--- src/rtl/slave_port_loader_if.sv ---
// rtl/slave_port_loader_if.sv - command/response, run handshake and slave RAM port bundle
interface slave_port_loader_if #(
   parameter int ADDR_W = 9,
   parameter int DATA_W = 64,
   parameter int SIZE_W = 7
) ();
   logic                  cmd_valid;
   logic                  cmd_ready;
   logic [1:0]            cmd_op;
   logic [ADDR_W-1:0]     cmd_addr;
   logic [DATA_W-1:0]     cmd_wdata;
   logic [SIZE_W-1:0]     cmd_size;
   logic                  rsp_valid;
   logic                  rsp_ready;
   logic [DATA_W-1:0]     rsp_data;
   logic                  rsp_error;
   logic                  start_port;
   logic                  done_port;
   logic [1:0]            S_oe_ram;
   logic [1:0]            S_we_ram;
   logic [2*ADDR_W-1:0]   S_addr_ram;
   logic [2*DATA_W-1:0]   S_Wdata_ram;
   logic [2*SIZE_W-1:0]   S_data_ram_size;
   logic [2*DATA_W-1:0]   Sout_Rdata_ram;
   logic [1:0]            Sout_DataRdy;

   modport master (
      input  cmd_valid, cmd_op, cmd_addr, cmd_wdata, cmd_size, rsp_ready,
             done_port, Sout_Rdata_ram, Sout_DataRdy,
      output cmd_ready, rsp_valid, rsp_data, rsp_error, start_port,
             S_oe_ram, S_we_ram, S_addr_ram, S_Wdata_ram, S_data_ram_size
   );

   modport slave (
      output cmd_valid, cmd_op, cmd_addr, cmd_wdata, cmd_size, rsp_ready,
             done_port, Sout_Rdata_ram, Sout_DataRdy,
      input  cmd_ready, rsp_valid, rsp_data, rsp_error, start_port,
             S_oe_ram, S_we_ram, S_addr_ram, S_Wdata_ram, S_data_ram_size
   );
endinterface

--- src/rtl/slave_port_loader.sv ---
// rtl/slave_port_loader.sv - executes READ/WRITE/RUN commands against the accelerator slave port
module slave_port_loader #(
   parameter int ADDR_W      = 9,
   parameter int DATA_W      = 64,
   parameter int SIZE_W      = 7,
   parameter int ACC_TIMEOUT = 1024,
   parameter int RUN_TIMEOUT = 2**30
) (
   input logic                clock,
   input logic                reset,
   slave_port_loader_if.master bus
);
   localparam logic [1:0] OP_READ  = 2'd0;
   localparam logic [1:0] OP_WRITE = 2'd1;
   localparam logic [1:0] OP_RUN   = 2'd2;
   localparam int ACC_CW = $clog2(ACC_TIMEOUT) + 1;
   localparam logic [ACC_CW-1:0] ACC_LAST  = ACC_CW'(ACC_TIMEOUT - 1);
   localparam logic [DATA_W-1:0] RUN_LIMIT = DATA_W'(RUN_TIMEOUT);

   typedef enum logic [2:0] {IDLE, ACC, RUN_START, RUN_WAIT, RESP} state_t;

   state_t              state_q, state_d;
   logic                is_write_q;
   logic [ADDR_W-1:0]   addr_q;
   logic [DATA_W-1:0]   wdata_q;
   logic [SIZE_W-1:0]   size_q;
   logic [ACC_CW-1:0]   acc_cnt_q;
   logic [DATA_W-1:0]   run_cnt_q;
   logic [DATA_W-1:0]   rsp_data_q;
   logic                rsp_error_q;
   logic                cmd_ready_c, start_c, oe0_c, we0_c;
   logic                size_ok, cmd_illegal, accept, rdy0, acc_last, run_limit;
   logic [DATA_W-1:0]   run_cnt_inc;
   logic                unused_inputs;

   assign size_ok     = (bus.cmd_size == SIZE_W'(8))  || (bus.cmd_size == SIZE_W'(16)) ||
                        (bus.cmd_size == SIZE_W'(32)) || (bus.cmd_size == SIZE_W'(64));
   assign cmd_illegal = (bus.cmd_op == 2'd3) || ((bus.cmd_op != OP_RUN) && !size_ok);
   assign accept      = cmd_ready_c && bus.cmd_valid;
   assign rdy0        = bus.Sout_DataRdy[0];
   assign acc_last    = (acc_cnt_q == ACC_LAST);
   assign run_limit   = (run_cnt_q >= RUN_LIMIT);
   assign run_cnt_inc = (&run_cnt_q) ? run_cnt_q : run_cnt_q + DATA_W'(1);
   assign unused_inputs = ^{bus.Sout_Rdata_ram[2*DATA_W-1:DATA_W], bus.Sout_DataRdy[1]};

   always_ff @(posedge clock or posedge reset) begin
      if (reset) state_q <= IDLE;
      else       state_q <= state_d;
   end

   always_comb begin
      state_d     = state_q;
      cmd_ready_c = 1'b0;
      start_c     = 1'b0;
      oe0_c       = 1'b0;
      we0_c       = 1'b0;
      case (state_q)
         IDLE: begin
            cmd_ready_c = !reset;
            if (accept) begin
               if (cmd_illegal)                 state_d = RESP;
               else if (bus.cmd_op == OP_RUN)   state_d = RUN_START;
               else                             state_d = ACC;
            end
         end
         ACC: begin
            oe0_c = !is_write_q;
            we0_c = is_write_q;
            if (rdy0 || acc_last) state_d = RESP;
         end
         RUN_START: begin
            start_c = 1'b1;
            state_d = RUN_WAIT;
         end
         RUN_WAIT: begin
            if (bus.done_port || run_limit) state_d = RESP;
         end
         RESP: begin
            if (bus.rsp_ready) state_d = IDLE;
         end
         default: state_d = IDLE;
      endcase
   end

   // run_cnt_q always holds the 1-based index of the current cycle since the start pulse
   always_ff @(posedge clock or posedge reset) begin
      if (reset) begin
         is_write_q  <= 1'b0;
         addr_q      <= '0;
         wdata_q     <= '0;
         size_q      <= '0;
         acc_cnt_q   <= '0;
         run_cnt_q   <= '0;
         rsp_data_q  <= '0;
         rsp_error_q <= 1'b0;
      end else begin
         case (state_q)
            IDLE: if (accept) begin
               is_write_q  <= (bus.cmd_op == OP_WRITE);
               addr_q      <= bus.cmd_addr;
               wdata_q     <= bus.cmd_wdata;
               size_q      <= bus.cmd_size;
               acc_cnt_q   <= '0;
               run_cnt_q   <= DATA_W'(1);
               rsp_data_q  <= '0;
               rsp_error_q <= cmd_illegal;
            end
            ACC: begin
               if (rdy0) begin
                  rsp_data_q  <= is_write_q ? '0 : bus.Sout_Rdata_ram[DATA_W-1:0];
                  rsp_error_q <= 1'b0;
               end else if (acc_last) begin
                  rsp_data_q  <= '0;
                  rsp_error_q <= 1'b1;
               end else begin
                  acc_cnt_q <= acc_cnt_q + ACC_CW'(1);
               end
            end
            RUN_START: run_cnt_q <= run_cnt_inc;
            RUN_WAIT: begin
               if (bus.done_port) begin
                  rsp_data_q  <= run_cnt_q;
                  rsp_error_q <= 1'b0;
               end else if (run_limit) begin
                  rsp_data_q  <= run_cnt_q;
                  rsp_error_q <= 1'b1;
               end else begin
                  run_cnt_q <= run_cnt_inc;
               end
            end
            default: ;
         endcase
      end
   end

   assign bus.cmd_ready       = cmd_ready_c;
   assign bus.rsp_valid       = (state_q == RESP);
   assign bus.rsp_data        = rsp_data_q;
   assign bus.rsp_error       = rsp_error_q;
   assign bus.start_port      = start_c;
   assign bus.S_oe_ram        = {1'b0, oe0_c};
   assign bus.S_we_ram        = {1'b0, we0_c};
   assign bus.S_addr_ram      = {{ADDR_W{1'b0}}, addr_q};
   assign bus.S_Wdata_ram     = {{DATA_W{1'b0}}, wdata_q};
   assign bus.S_data_ram_size = {{SIZE_W{1'b0}}, size_q};
endmodule

--- src/flat_wrapper.sv ---
// flat-port wrapper written by rule: the top's interface ports become plain ports
module slave_port_loader_flat 
#(
   parameter int ADDR_W      = 9,
   parameter int DATA_W      = 64,
   parameter int SIZE_W      = 7,
   parameter int ACC_TIMEOUT = 1024,
   parameter int RUN_TIMEOUT = 2**30
)
  (clock, reset, bus_cmd_valid, bus_cmd_op, bus_cmd_addr, bus_cmd_wdata, bus_cmd_size, bus_rsp_ready, bus_done_port, bus_Sout_Rdata_ram, bus_Sout_DataRdy, bus_cmd_ready, bus_rsp_valid, bus_rsp_data, bus_rsp_error, bus_start_port, bus_S_oe_ram, bus_S_we_ram, bus_S_addr_ram, bus_S_Wdata_ram, bus_S_data_ram_size);
  slave_port_loader_if #(.ADDR_W(ADDR_W), .DATA_W(DATA_W), .SIZE_W(SIZE_W)) bus_i ();
  input logic clock;
  input logic reset;
  input wire logic [$bits(bus_i.cmd_valid)-1:0] bus_cmd_valid;
  input wire logic [$bits(bus_i.cmd_op)-1:0] bus_cmd_op;
  input wire logic [$bits(bus_i.cmd_addr)-1:0] bus_cmd_addr;
  input wire logic [$bits(bus_i.cmd_wdata)-1:0] bus_cmd_wdata;
  input wire logic [$bits(bus_i.cmd_size)-1:0] bus_cmd_size;
  input wire logic [$bits(bus_i.rsp_ready)-1:0] bus_rsp_ready;
  input wire logic [$bits(bus_i.done_port)-1:0] bus_done_port;
  input wire logic [$bits(bus_i.Sout_Rdata_ram)-1:0] bus_Sout_Rdata_ram;
  input wire logic [$bits(bus_i.Sout_DataRdy)-1:0] bus_Sout_DataRdy;
  output wire logic [$bits(bus_i.cmd_ready)-1:0] bus_cmd_ready;
  output wire logic [$bits(bus_i.rsp_valid)-1:0] bus_rsp_valid;
  output wire logic [$bits(bus_i.rsp_data)-1:0] bus_rsp_data;
  output wire logic [$bits(bus_i.rsp_error)-1:0] bus_rsp_error;
  output wire logic [$bits(bus_i.start_port)-1:0] bus_start_port;
  output wire logic [$bits(bus_i.S_oe_ram)-1:0] bus_S_oe_ram;
  output wire logic [$bits(bus_i.S_we_ram)-1:0] bus_S_we_ram;
  output wire logic [$bits(bus_i.S_addr_ram)-1:0] bus_S_addr_ram;
  output wire logic [$bits(bus_i.S_Wdata_ram)-1:0] bus_S_Wdata_ram;
  output wire logic [$bits(bus_i.S_data_ram_size)-1:0] bus_S_data_ram_size;
  assign bus_i.cmd_valid = bus_cmd_valid;
  assign bus_i.cmd_op = bus_cmd_op;
  assign bus_i.cmd_addr = bus_cmd_addr;
  assign bus_i.cmd_wdata = bus_cmd_wdata;
  assign bus_i.cmd_size = bus_cmd_size;
  assign bus_i.rsp_ready = bus_rsp_ready;
  assign bus_i.done_port = bus_done_port;
  assign bus_i.Sout_Rdata_ram = bus_Sout_Rdata_ram;
  assign bus_i.Sout_DataRdy = bus_Sout_DataRdy;
  assign bus_cmd_ready = bus_i.cmd_ready;
  assign bus_rsp_valid = bus_i.rsp_valid;
  assign bus_rsp_data = bus_i.rsp_data;
  assign bus_rsp_error = bus_i.rsp_error;
  assign bus_start_port = bus_i.start_port;
  assign bus_S_oe_ram = bus_i.S_oe_ram;
  assign bus_S_we_ram = bus_i.S_we_ram;
  assign bus_S_addr_ram = bus_i.S_addr_ram;
  assign bus_S_Wdata_ram = bus_i.S_Wdata_ram;
  assign bus_S_data_ram_size = bus_i.S_data_ram_size;
  slave_port_loader #(.ADDR_W(ADDR_W), .DATA_W(DATA_W), .SIZE_W(SIZE_W), .ACC_TIMEOUT(ACC_TIMEOUT), .RUN_TIMEOUT(RUN_TIMEOUT)) u_core (.clock(clock), .reset(reset), .bus(bus_i));
endmodule
--- config.mk ---
export PLATFORM = sky130hd
export DESIGN_NAME = slave_port_loader_flat
export DESIGN_NICKNAME = d
export VERILOG_FILES = /design/src/rtl/slave_port_loader_if.sv /design/src/rtl/slave_port_loader.sv /design/src/flat_wrapper.sv
export SDC_FILE = /design/constraint.sdc
export NUM_CORES = 1
export LEC_CHECK = 0
export BUFFER_PORTS_ARGS = -buffer_cell sky130_fd_sc_hd__buf_2
export CAP_MARGIN = 20
export CORE_AREA = 2 2 207 127
export DETAILED_ROUTE_END_ITERATION = 10
export DIE_AREA = 0 0 209 129
export HOLD_SLACK_MARGIN = 0.06
export PLACE_DENSITY = 0.75
export SLEW_MARGIN = 10
export SYNTH_ARGS = -nofsm -noshare
export SYNTH_HDL_FRONTEND = slang
export SYNTH_SLANG_ARGS = --single-unit
--- constraint.sdc ---
create_clock -name clock -period 20.3 [get_ports clock]
set_clock_uncertainty 0.05 [all_clocks]
set_input_delay 3.045 -clock clock [delete_from_list [all_inputs] [get_ports clock]]
set_output_delay 3.045 -clock clock [all_outputs]
set_load 0.01 [all_outputs]
==> flow_summary.ini <==
[route]
remaining_drc_errors = 0
avgRoutedWirePerCell_microns = 17.24
num_vias = 10066
drt_iter0_markers = 1040
drt-total-wl_microns = 31980
ant_nets = 0
vias_per_cell = 5.426
dr.pass1.iters = 7

[die]
die_h_microns = 129
coreArea_sq_um = 25060
start_util_pct = 44.54
io_pins = 449
die_width_microns = 209
die_area_sq_um = 26960
rows = 45

[global_routing]
gr-total-overflow = 0
antenna_found_initial = 1
grt_max_degree = 143
grt_pass1_vias = 8987
grt_pass1_wl_microns = 49500
grt.total_usage_pct = 22.75

[clocking]
clk_latency_ps = 520
clk_pin_slew_worst_paths_ps = 60
cts_resized = 0
cts_setup_buffers = 0
cts_max_level = 1
clockBufferDepth = 3
numCtsBuffers = 23
cts_root_buf = clkbuf_16
clock-sinks = 224
cts_tree = done
holdBufCountCts = 0

[timing]
finalHoldViolCount = 0
fin_setup_tns_ps = 0
worst_pin_slew_ps = 1068
fmax_ghz = 0.1483
slew_violations = 0
min_period_ps = 6742
finalCritPeriodShare_pct = 33.21
relSlewSlack_pct = 28.78
setup_viol_count_final = 0
hold_slack_ps = 419.0
rsz0062_at_grt = false

[critical_path]
start_kind = input pin
cp_common_cell = buf_2
crit_slowest_cell = nor4_1
worstSetupPathType = input pin to output pin
worstPathArrival_ps = 3650
max_stage_delay_ps = 270
cp_max_fo = 4
cp-end-kind = output pin
path_cells = buf_2 -> nor4_1 -> buf_2
required_ps = 17200

[cells_and_area]
drive_above_1_share_pct = 23.85
diodes = 0
synthToLayoutAreaGrowth_pct = 19.88
nNetsFinal = 1731

[placement]
numPortBuffers = 301
gp_congestion = 0.8840
hpwl_microns = 21970

[synthesis]
syn_inst = 1254
synth-edff-count = 0
synth.avg_cell_area_sq_um = 8.900
ys_ff_latch = 224
ys.flop_type = dfrtp_1
ys_types = 57
netlist_area_sq_um = 11160
async_reset_ff_share_pct = 100.0
synth_warnings = 0
ys_seq_area_share_pct = 50.22

[power_and_ir_drop]
max-vdd-ir-drop_uv = 59.21
power_uw = 1467
powerDensity_nw_per_um2 = 109.6
leakage_uw = 0.006592

[run_status]
status = completed

[job]
maxCapViolations = 0

[hold_path]
min_path_type = flip-flop to flip-flop
[final timing paths]
| path | from | to | slack, ps | depth (start not counted) |
|---|---|---|---|---|
| min reg2reg | u_core.wdata_q[27]$_DFFE_PP0P_ | u_core.wdata_q[27]$_DFFE_PP0P_ | 420 | 2 |
| max | reset | bus_cmd_ready | 13560 | 3 |
| min in group asynchronous | reset | u_core.run_cnt_q[27]$_DFFE_PP0P_ | 2510 | 2 |
| max reg2reg | u_core.run_cnt_q[1]$_DFFE_PP0P_ | u_core.run_cnt_q[43]$_DFFE_PP0P_ | 16480 | 8 |
| max in group asynchronous | reset | u_core.bus.rsp_data[24]$_DFFE_PP0P_ | 16150 | 5 |
| min | u_core.wdata_q[27]$_DFFE_PP0P_ | u_core.wdata_q[27]$_DFFE_PP0P_ | 420 | 2 |
[placed cells by master (no fill, tap or decap), drive strengths merged, types with 4 or more instances in the layout]
cell     instances
inv             11
nand4           21
a22oi           64
and4             6
nand2b           8
nor3            19
or3             27
buf            314
nor4            18
and3            10
nand3           94
a21oi           40
or4             18
o21a             6
nand2          294
and2             6
xnor2            7
clkbuf          34
xor2             9
o211ai          10
mux2i            6
nor2b            5
o31ai           20
dfrtp          224
o21ai           95
nor2            34
o2111ai          4
conb            82
[registers in the layout, summed over array words and instances, names as in the netlist]
name	cells
u_core.acc_cnt_q	11
u_core.addr_q	9
u_core.bus.rsp_data	64
u_core.bus.rsp_error	1
u_core.is_write_q	1
u_core.run_cnt_q	64
u_core.size_q	7
u_core.state_q	3
u_core.wdata_q	64
[kinds of logic after synthesis]
group | after synthesis | synth area share, %
fa+ha+maj | 3 | 0.3364
buf+inv | 174 | 8.812
other cells | 1 | 0.03360
xor+xnor | 16 | 1.256
simple gates | 569 | 23.96
mux | 8 | 0.7399
flops | 224 | 50.22
compound gates | 259 | 14.64
[per-layer routing]
layer | GRT usage, % | share of wire, % | routed length, microns
met5 | 0 | 0.050 | 16
met4 | 3.529 | 1.0 | 325
met3 | 5.370 | 9.1 | 2904
met2 | 33.35 | 43 | 13900
met1 | 34.73 | 46 | 14840
[per-stage QoR]
stage / cells / util, % / area, sq um / worst slack (ps)
after floorplan: 1335 / - / 11460 / 11070
after global routing: 1855 / 53.40 / 13380 / 13520
after CTS: 1853 / 53.18 / 13320 / 13540
final: 1855 / 53.40 / 13380 / 13560
after global placement: 1813 / 50.08 / 12550 / 13630
after detailed placement: 1813 / 50.08 / 12550 / 13540
[cell usage after synthesis, types with 6 or more instances]
| library cell | number | area (sq um) |
|---|---|---|
| nor2_1 | 34 | 127.6 |
| o31ai_1 | 19 | 142.6 |
| and3_1 | 10 | 62.56 |
| mux2i_1 | 6 | 60.06 |
| a21oi_1 | 40 | 200.2 |
| or3_1 | 27 | 168.9 |
| buf_1 | 9 | 33.78 |
| a22oi_1 | 64 | 480.5 |
| clkbuf_1 | 60 | 225.2 |
| nand2_1 | 293 | 1100 |
| and4_1 | 6 | 52.55 |
| and2_1 | 6 | 37.54 |
| xor2_1 | 9 | 78.83 |
| or4_1 | 17 | 127.6 |
| nand4_1 | 20 | 125.1 |
| o21ai_0 | 92 | 460.4 |
| nand2b_1 | 8 | 50.05 |
| buf_2 | 9 | 45.04 |
| xnor2_1 | 7 | 61.31 |
| o211ai_1 | 10 | 75.07 |
| inv_1 | 11 | 41.29 |
| buf_4 | 85 | 638.1 |
| nand3_1 | 94 | 470.5 |
| nor3_1 | 17 | 85.08 |
| dfrtp_1 | 224 | 5605 |
| nor4_1 | 18 | 112.6 |
| o21a_1 | 6 | 45.04 |
[critical path: cells and delay by family]
family	cells	cell delay, ps
and+or+nand+nor	1	270
buffers and inverters	2	330
[layout make-up]
type / count / area [sq um]
fill: 2327 / 11680
sequential: 224 / 5607
multi-input combinational: 937 / 4892
timing repair buffer: 314 / 1644
clock buffer: 34 / 656.9
tap: 329 / 411.6
clock inverter: 6 / 118.9
inverter: 11 / 48.80
[report_power, final]
group | internal [uW] | total, uW | switching (uW)
registers | 542 | 606 | 63.6
logic | 140 | 419 | 279
clock network | 263 | 442 | 179
Note: power is estimated with default switching activity, not from simulation.
